--- config.mk ---
export PLATFORM = sky130hd
export DESIGN_NAME = pc_sequencer
export DESIGN_NICKNAME = d
export VERILOG_FILES = /design/src/rtl/pc_sequencer.sv
export SDC_FILE = /design/constraint.sdc
export NUM_CORES = 1
export LEC_CHECK = 0
export CORE_MARGIN = 3
export CORE_UTILIZATION = 39
export CTS_CLUSTER_SIZE = 20
export DETAILED_ROUTE_END_ITERATION = 8
export PLACE_DENSITY = 0.83
export RECOVER_POWER = 50
export SYNTH_ARGS = -nofsm -noshare
export SYNTH_HDL_FRONTEND = slang
export SYNTH_SLANG_ARGS = --single-unit
--- constraint.sdc ---
create_clock -name clk -period 3.2 [get_ports clk]
set_input_delay 0.32 -clock clk [delete_from_list [all_inputs] [get_ports clk]]
set_output_delay 0.32 -clock clk [all_outputs]
set_load 0.1 [all_outputs]
--- src/rtl/pc_sequencer.sv ---
// IF1 program-counter sequencer: arbitrates increment, branch/trap/mret redirects and debug halt/resume.
// Optional macro PC_DBG_HALT_EN adds the HALT_WAIT/HALTED states; without it the FSM is BOOT/RUN only.
module pc_sequencer (
   input  logic        clk,
   input  logic        reset,
   input  logic [31:0] current_pc_if1,
   output logic [31:0] next_pc_if1,
   output logic        pc_en,
   output logic        imem_req,
   input  logic        imem_ready,
   input  logic        stall_if1,
   output logic        flush_if,
   input  logic        branch_taken_ex,
   input  logic [31:0] branch_target_ex,
   input  logic        trap_req,
   input  logic [31:0] trap_target,
   input  logic        mret_req,
   input  logic [31:0] mret_target,
   input  logic        dbg_halt_req,
   input  logic        dbg_resume_req,
   input  logic [31:0] dbg_resume_pc,
   output logic        dbg_halted,
   output logic        redirect_pending
);

`ifdef PC_DBG_HALT_EN
   typedef enum logic [1:0] {BOOT, RUN, HALT_WAIT, HALTED} state_e;
`else
   typedef enum logic {BOOT, RUN} state_e;
`endif

   localparam logic [1:0] CLS_NONE   = 2'd0;
   localparam logic [1:0] CLS_BRANCH = 2'd1;
   localparam logic [1:0] CLS_MRET   = 2'd2;
   localparam logic [1:0] CLS_TRAP   = 2'd3;

   state_e      state_q, state_d;
   logic        hold_q, hold_d;
   logic        pend_valid_q, pend_valid_d;
   logic [1:0]  pend_cls_q, pend_cls_d;
   logic [31:0] pend_tgt_q, pend_tgt_d;

   logic [1:0]  new_cls;
   logic [31:0] new_tgt;
   logic [1:0]  pend_cls_eff;
   logic        new_wins;
   logic        redir_avail;
   logic [31:0] sel_tgt;
   logic [31:0] pc_plus4;

`ifndef PC_DBG_HALT_EN
   logic unused_dbg;
   assign unused_dbg = ^{dbg_halt_req, dbg_resume_req, dbg_resume_pc};
`endif

   always_comb begin
      new_cls = CLS_NONE;
      new_tgt = branch_target_ex;
      if (trap_req) begin
         new_cls = CLS_TRAP;
         new_tgt = trap_target;
      end else if (mret_req) begin
         new_cls = CLS_MRET;
         new_tgt = mret_target;
      end else if (branch_taken_ex) begin
         new_cls = CLS_BRANCH;
         new_tgt = branch_target_ex;
      end
   end

   // An equal-class newcomer replaces the pending target; a lower class is dropped.
   assign pend_cls_eff     = pend_valid_q ? pend_cls_q : CLS_NONE;
   assign new_wins         = (new_cls != CLS_NONE) && (new_cls >= pend_cls_eff);
   assign redir_avail      = new_wins || pend_valid_q;
   assign sel_tgt          = new_wins ? new_tgt : pend_tgt_q;
   assign pc_plus4         = current_pc_if1 + 32'd4;
   assign redirect_pending = pend_valid_q;

   // Handshake: a request raised with imem_ready low is held, at a frozen PC, until imem_ready.
`ifdef PC_DBG_HALT_EN
   assign imem_req = ((state_q == RUN) && (hold_q || !stall_if1)) ||
                     ((state_q == HALT_WAIT) && hold_q);
`else
   assign imem_req = (state_q == RUN) && (hold_q || !stall_if1);
`endif

   always_comb begin
      hold_d = hold_q;
      if (imem_ready) begin
         hold_d = 1'b0;
      end else if (imem_req) begin
         hold_d = 1'b1;
      end
   end

   always_comb begin
      state_d      = state_q;
      pend_valid_d = pend_valid_q;
      pend_cls_d   = pend_cls_q;
      pend_tgt_d   = pend_tgt_q;
      pc_en        = 1'b0;
      next_pc_if1  = pc_plus4;
      flush_if     = 1'b0;
      dbg_halted   = 1'b0;
      case (state_q)
         BOOT: begin
            state_d = RUN;
         end
         RUN: begin
            if (redir_avail && (!imem_req || imem_ready)) begin
               pc_en        = 1'b1;
               next_pc_if1  = sel_tgt;
               flush_if     = 1'b1;
               pend_valid_d = 1'b0;
            end else if (imem_req && imem_ready) begin
               pc_en = 1'b1;
            end else if (new_wins) begin
               pend_valid_d = 1'b1;
               pend_cls_d   = new_cls;
               pend_tgt_d   = new_tgt;
            end
`ifdef PC_DBG_HALT_EN
            if (dbg_halt_req) begin
               state_d = (hold_q || (imem_req && !imem_ready)) ? HALT_WAIT : HALTED;
            end
`endif
         end
`ifdef PC_DBG_HALT_EN
         HALT_WAIT: begin
            if (new_wins) begin
               pend_valid_d = 1'b1;
               pend_cls_d   = new_cls;
               pend_tgt_d   = new_tgt;
            end
            if (imem_ready) begin
               state_d = HALTED;
            end
         end
         HALTED: begin
            dbg_halted = 1'b1;
            if (dbg_resume_req) begin
               pc_en        = 1'b1;
               next_pc_if1  = dbg_resume_pc;
               flush_if     = 1'b1;
               pend_valid_d = 1'b0;
               state_d      = RUN;
            end else if (new_wins) begin
               pend_valid_d = 1'b1;
               pend_cls_d   = new_cls;
               pend_tgt_d   = new_tgt;
            end
         end
`endif
         default: begin
            state_d = BOOT;
         end
      endcase
   end

   always_ff @(posedge clk or posedge reset) begin
      if (reset) begin
         state_q      <= BOOT;
         hold_q       <= 1'b0;
         pend_valid_q <= 1'b0;
         pend_cls_q   <= CLS_NONE;
         pend_tgt_q   <= 32'd0;
      end else begin
         state_q      <= state_d;
         hold_q       <= hold_d;
         pend_valid_q <= pend_valid_d;
         pend_cls_q   <= pend_cls_d;
         pend_tgt_q   <= pend_tgt_d;
      end
   end

endmodule
==> results of run 1 <==
==> sequential cells by signal (all words and copies together) (netlist names) <==
name	flops
redirect_pending	1
pend_cls_q	2
pend_tgt_q	32
hold_q	1
state_q	1
==> final cells by class <==
type / count / area (µm²) / area share
multi-input combinational: 293 / 2698 / 0.4437
timing repair buffer: 185 / 2170 / 0.3569
sequential: 37 / 927.1 / 0.1525
tap: 105 / 131.4 / 0.02161
clock buffer: 7 / 96.34 / 0.01585
inverter: 14 / 52.55 / 0.008644
clock inverter: 1 / 5.005 / 0.0008232
==> cells in the final DEF (no fill, tap or decap), drive strengths merged, types with 2 or more instances in the layout <==
cell type	synthesis	layout
nand3	13	13
conb	2	2
ha	3	3
clkinv	0	2
clkdlybuf4s50	0	132
mux2i	93	93
mux2	37	37
a21oi	2	2
nor2	9	9
inv	14	13
dfrtp	37	37
and3	5	5
clkbuf	5	10
nand4	11	11
buf	17	49
xor2	19	19
o21ai	33	33
nand2	41	41
and2	2	2
xnor2	9	9
or2	2	2
nor4	6	6
==> metrics by stage <==
step           hold WS, ps  power (mW)    util  setup slack (ps)  std cells
5_1_grt              338.6       2.911  0.7218             51.95        642
6_report             347.4       2.781  0.7218             145.4        642
4_1_cts              208.3       2.816  0.7258             109.0        642
3_5_place_dp         476.8       2.450  0.7138             120.8        634
3_3_place_gp         467.9       2.401  0.7138             181.2        634
2_1_floorplan        386.4       1.846       -             19.98        366
==> critical path, stage by stage <==
cell and delay [ps]:
clkdlybuf4s50_1 500, a21oi_1 100, ha_1 280, nand2b_1 140, a21oi_4 80, nor2_4 120, o211a_4 430, buf_4 270
mux2i_4 280, buf_12 200
==> final timing paths <==
path / start / to / slack, ps / cells after the start
worst min-delay path: reset / pend_tgt_q[1] / 350 / 2
min in group clk: trap_req / pend_cls_q[0] / 450 / 3
worst max register to register: redirect_pending / pend_tgt_q[22] / 430 / 8
worst max-delay path: branch_taken_ex / next_pc_if1[30] / 150 / 10
max in group asynchronous: reset / redirect_pending / 720 / 3
worst min register to register: pend_tgt_q[8] / pend_tgt_q[8] / 490 / 1
==> layer usage <==
metal	GRT usage	part of all wire	vias up
met4	0.05492	0.019	0
li1	-	-	1650
met3	0.03945	0.064	15
met1	0.2378	0.39	1572
met5	0	0	-
met2	0.4047	0.52	118
==> synth_stat cells (all sizes together) <==
cell type / number / share of area
and2: 2 / 0.0036
nand2b: 1 / 0.0018
inv: 14 / 0.015
o21ai: 33 / 0.047
clkbuf: 5 / 0.0054
a21boi: 1 / 0.0022
nand3: 13 / 0.019
o211a: 1 / 0.0029
dfrtp: 37 / 0.27
mux2: 37 / 0.12
nor2: 9 / 0.017
nor4: 6 / 0.019
or2: 2 / 0.0043
ha: 3 / 0.011
a21oi: 2 / 0.0061
buf: 17 / 0.035
conb: 2 / 0.0022
xnor2: 9 / 0.023
xor2: 19 / 0.048
nand4: 11 / 0.022
nor3: 1 / 0.0047
o211ai: 1 / 0.0022
a2bb2oi: 1 / 0.0025
mux2i: 93 / 0.27
and3: 5 / 0.0090
nand2: 41 / 0.044
==> logic make-up after synthesis <==
logic type	Yosys count	synth area share
AOI/OAI and AO/OA	39	0.06324
xor gates and xnor gates	28	0.07043
adders and majority gates	3	0.01078
buffers and inverters	36	0.05533
DFF	37	0.2659
muxes	130	0.3891
other	2	0.002157
and+or+nand+nor	91	0.1430
==> power by group <==
part | internal [mW] | total [mW] | switching [mW]
Clock | 0.195 | 0.359 | 0.164
Combinational | 0.760 | 1.73 | 0.966
Sequential | 0.620 | 0.696 | 0.0760
==> impl_metrics.ini, run 1 <==
[drt]
wirelength_um = 10800
ant_nets = 0
wire_per_inst_um = 16.83
drc = 0
first_pass_iters = 4
via_per_inst = 5.226
dr_total_vias = 3355
first_iter_violations = 83

[logic_synthesis]
syn_nets = 538
syn_avg_cell_area_um2 = 9.514
synth_cell_types = 39
syn_area_um2 = 3482
syn_inst = 366
yosysWarnings = 0
ys_seq_area_frac = 0.2659
ys_ff_latch = 37

[sta]
setup_viol = 0
fmax_mhz = 327.4
fin_crit_sh = 0.9546
skew_ps = 4.222
tns_ps = 0
period_needed_ps = 3055
rsz0062_at_grt = no
tightestPinTransition_ps = 1911
finalHoldViolations = 0
slew_headroom = -0.2737
slew_viol_final = 35

[die]
io_pins = 206
coreArea_um2 = 8423
die-area_um2 = 10100
die_y_um = 100.5
fp-row-count = 33
initial_core_util = 0.4134
dieWidth_um = 100.5

[worst_setup_path]
worst_setup_path_start_kind = input pin
cp.arrival_ps = 2730
cp_max_fo = 13
crit_required_ps = 2880
critical_path_class = input pin to output pin
end_kind = output pin

[clocking]
clock_sinks = 37
clkTransAtPathRegs_ps = 80
hold_buffers = 0
cts_buffers = 5
clkLatencyLatePin_ps = 280
post_cts_buffers = 0
htree_levels = 2
clockRootBuffer = clkbuf_8
cts_tree = yes
cts_resized = 0
clock_path_buffers = 2

[pwr]
p_per_area_nw_per_um2 = 457.4
peakVddDrop_v = 0.0002950
cellLeakagePower_nw = 2.529

[finish]
area_delta_synth_final_pct = 74.60
drive_above_1_share = 0.2197
design_area_um2 = 6080
antenna_cells = 0
fillers = 623
nets = 708

[global_routing]
grt_pass1_vias = 3649
grt_max_degree = 43
overflow = 0
grt_pass1_wl_um = 17280
antenna_found_initial = 0
grtUsageTotal = 0.2113

[place]
place_hpwl_um = 8850
port-buffer-count = 170
post_dp_cell_area_um2 = 6012
gp_congestion = 0.9012

[worst_hold_path]
min_path_type = input pin to asynchronous set/reset pin

[status]
outcome = complete, but fails checks
failed_checks = capacitance limit, slew limit

[run]
max-cap-violations = 1
No activity file was read; power rests on OpenSTA's default activity.
==> run 2: changes to the inputs <==
- CORE_UTILIZATION: 39 -> 42
- PLACE_DENSITY: 0.83 -> 0.88
- clock period: 3.2 -> 3.8 ns (I/O delays scaled with it)
==> run 2 against run 1 <==
  * The run still ends with capacitance limit, slew limit left
  * Critical endpoint is now next_pc_if1[31]
  * Cell area is 3.3% lower
  * Global-route usage up 1.5 points
  * Utilization grew 2.3 points
  * Non-clock buffer count is 7 lower
  * Highest routed layer unchanged
==> impl_metrics.ini, run 2 (synthesized netlist as in run 1, its figures left out) <==
[place]
post-place-ws_ps = 305.2
place_hpwl_um = 8530
gp_congestion = 0.7982
port-buffer-count = 170

[clocking]
clock_path_buffers = 2
hold_buffers = 0
htree_levels = 2
post_cts_buffers = 0
clkLatencyLatePin_ps = 280
cts_resized = 0
cts_buffers = 5
cts_tree = yes
clkTransAtPathRegs_ps = 70
clockRootBuffer = clkbuf_8
clock_sinks = 37

[pwr]
peakVddDrop_v = 0.0002020
p_per_area_nw_per_um2 = 391.1
cellLeakagePower_nw = 2.469

[die]
fp-row-count = 32
initial_core_util = 0.4415
dieWidth_um = 97.06
die-area_um2 = 9420
io_pins = 206
die_y_um = 97.06
coreArea_um2 = 7888

[sta]
fin_crit_sh = 0.9259
skew_ps = 8.685
fin_ws_ps = 281.7
rsz0062_at_grt = no
slew_viol_final = 63
tns_ps = 0
finalHoldViolations = 0
setup_viol = 0
tightestPinTransition_ps = 2154
slew_headroom = -0.4362
fmax_mhz = 284.2
period_needed_ps = 3518

[drt]
via_per_inst = 5.359
dr_total_vias = 3387
wirelength_um = 10680
ant_nets = 0
drc = 0
first_iter_violations = 99
wire_per_inst_um = 16.90
first_pass_iters = 4

[finish]
area_delta_synth_final_pct = 68.81
nets = 701
drive_above_1_share = 0.2038
antenna_cells = 0
top_regs = pend_tgt_q (32), pend_cls_q (2)
top_register = pend_tgt_q
largest_reg_flops = 32
most-common-layout-cells = 132 x clkdlybuf4s50_1, 66 x mux2i_1, 41 x nand2_1
final_common_cell = clkdlybuf4s50_1

[global_routing]
grt_max_degree = 41
antenna_found_initial = 0
grt_pass1_vias = 3607
overflow = 0
grtUsageTotal = 0.2260
grt_pass1_wl_um = 17470

[worst_setup_path]
crit_required_ps = 3420
end_kind = output pin
cp.arrival_ps = 3140
cp_max_fo = 33
worst_setup_path_start_kind = input pin
critical_path_class = input pin to output pin

[status]
failed_checks = capacitance limit, slew limit
outcome = complete, but fails checks

[run]
max-cap-violations = 2

[worst_hold_path]
min_path_type = flop to flop
==> run 2: path summary, 6_finish.rpt <==
check	depth (start not counted)	start	slack, ps	to
max	9	branch_taken_ex	280	next_pc_if1[31]
min	1	pend_tgt_q[12]	490	pend_tgt_q[12]
max reg2reg	8	redirect_pending	550	pend_tgt_q[17]
min reg2reg	1	pend_tgt_q[12]	490	pend_tgt_q[12]
max in group asynchronous	3	reset	1240	pend_tgt_q[9]
min in group asynchronous	3	reset	1330	pend_tgt_q[0]
==> run 2: cell type report <==
class	instances	area, µm²
well taps	102	127.6
inverters	14	52.55
multi-input cells	293	2599
repair buffers	178	2072
fillers	547	2009
clock buffers	7	96.34
flip-flops and latches	37	925.9
clock inverters	1	5.005
==> run 2: routing by layer <==
metal / track usage / vias to the layer above / part of all wire
met5: 0 / - / 0
met4: 0.05832 / 0 / 0.019
met3: 0.04092 / 19 / 0.053
met2: 0.4331 / 124 / 0.54
met1: 0.2550 / 1612 / 0.39
li1: - / 1632 / -
==> run 2: worst max-delay path: stages <==
cell and delay, ps:
clkdlybuf4s50_1 500, a21oi_1 110, ha_1 300, nand2b_1 90
a21oi_1 130, nor2_4 120, o211a_4 850, mux2_1 440
buf_12 180
==> run 2: report_power, final <==
part / internal, mW / leakage, nW / switching [mW]
sequential: 0.522 / 0.445 / 0.0639
clock: 0.164 / 0.0542 / 0.145
combinational: 0.605 / 1.97 / 0.799
==> run 2: metrics by stage <==
step	cell area [µm²]	cells	hold slack (ps)	power, mW	utilization
finish	5878	632	485.7	2.299	0.7452
global route	5878	632	506.7	2.410	0.7452
CTS	5908	632	491.7	2.324	0.7490
detailed placement	5807	624	474.9	2.012	0.7362
global placement	5807	624	466.0	1.973	0.7362
floorplan	3735	366	446.4	1.518	-
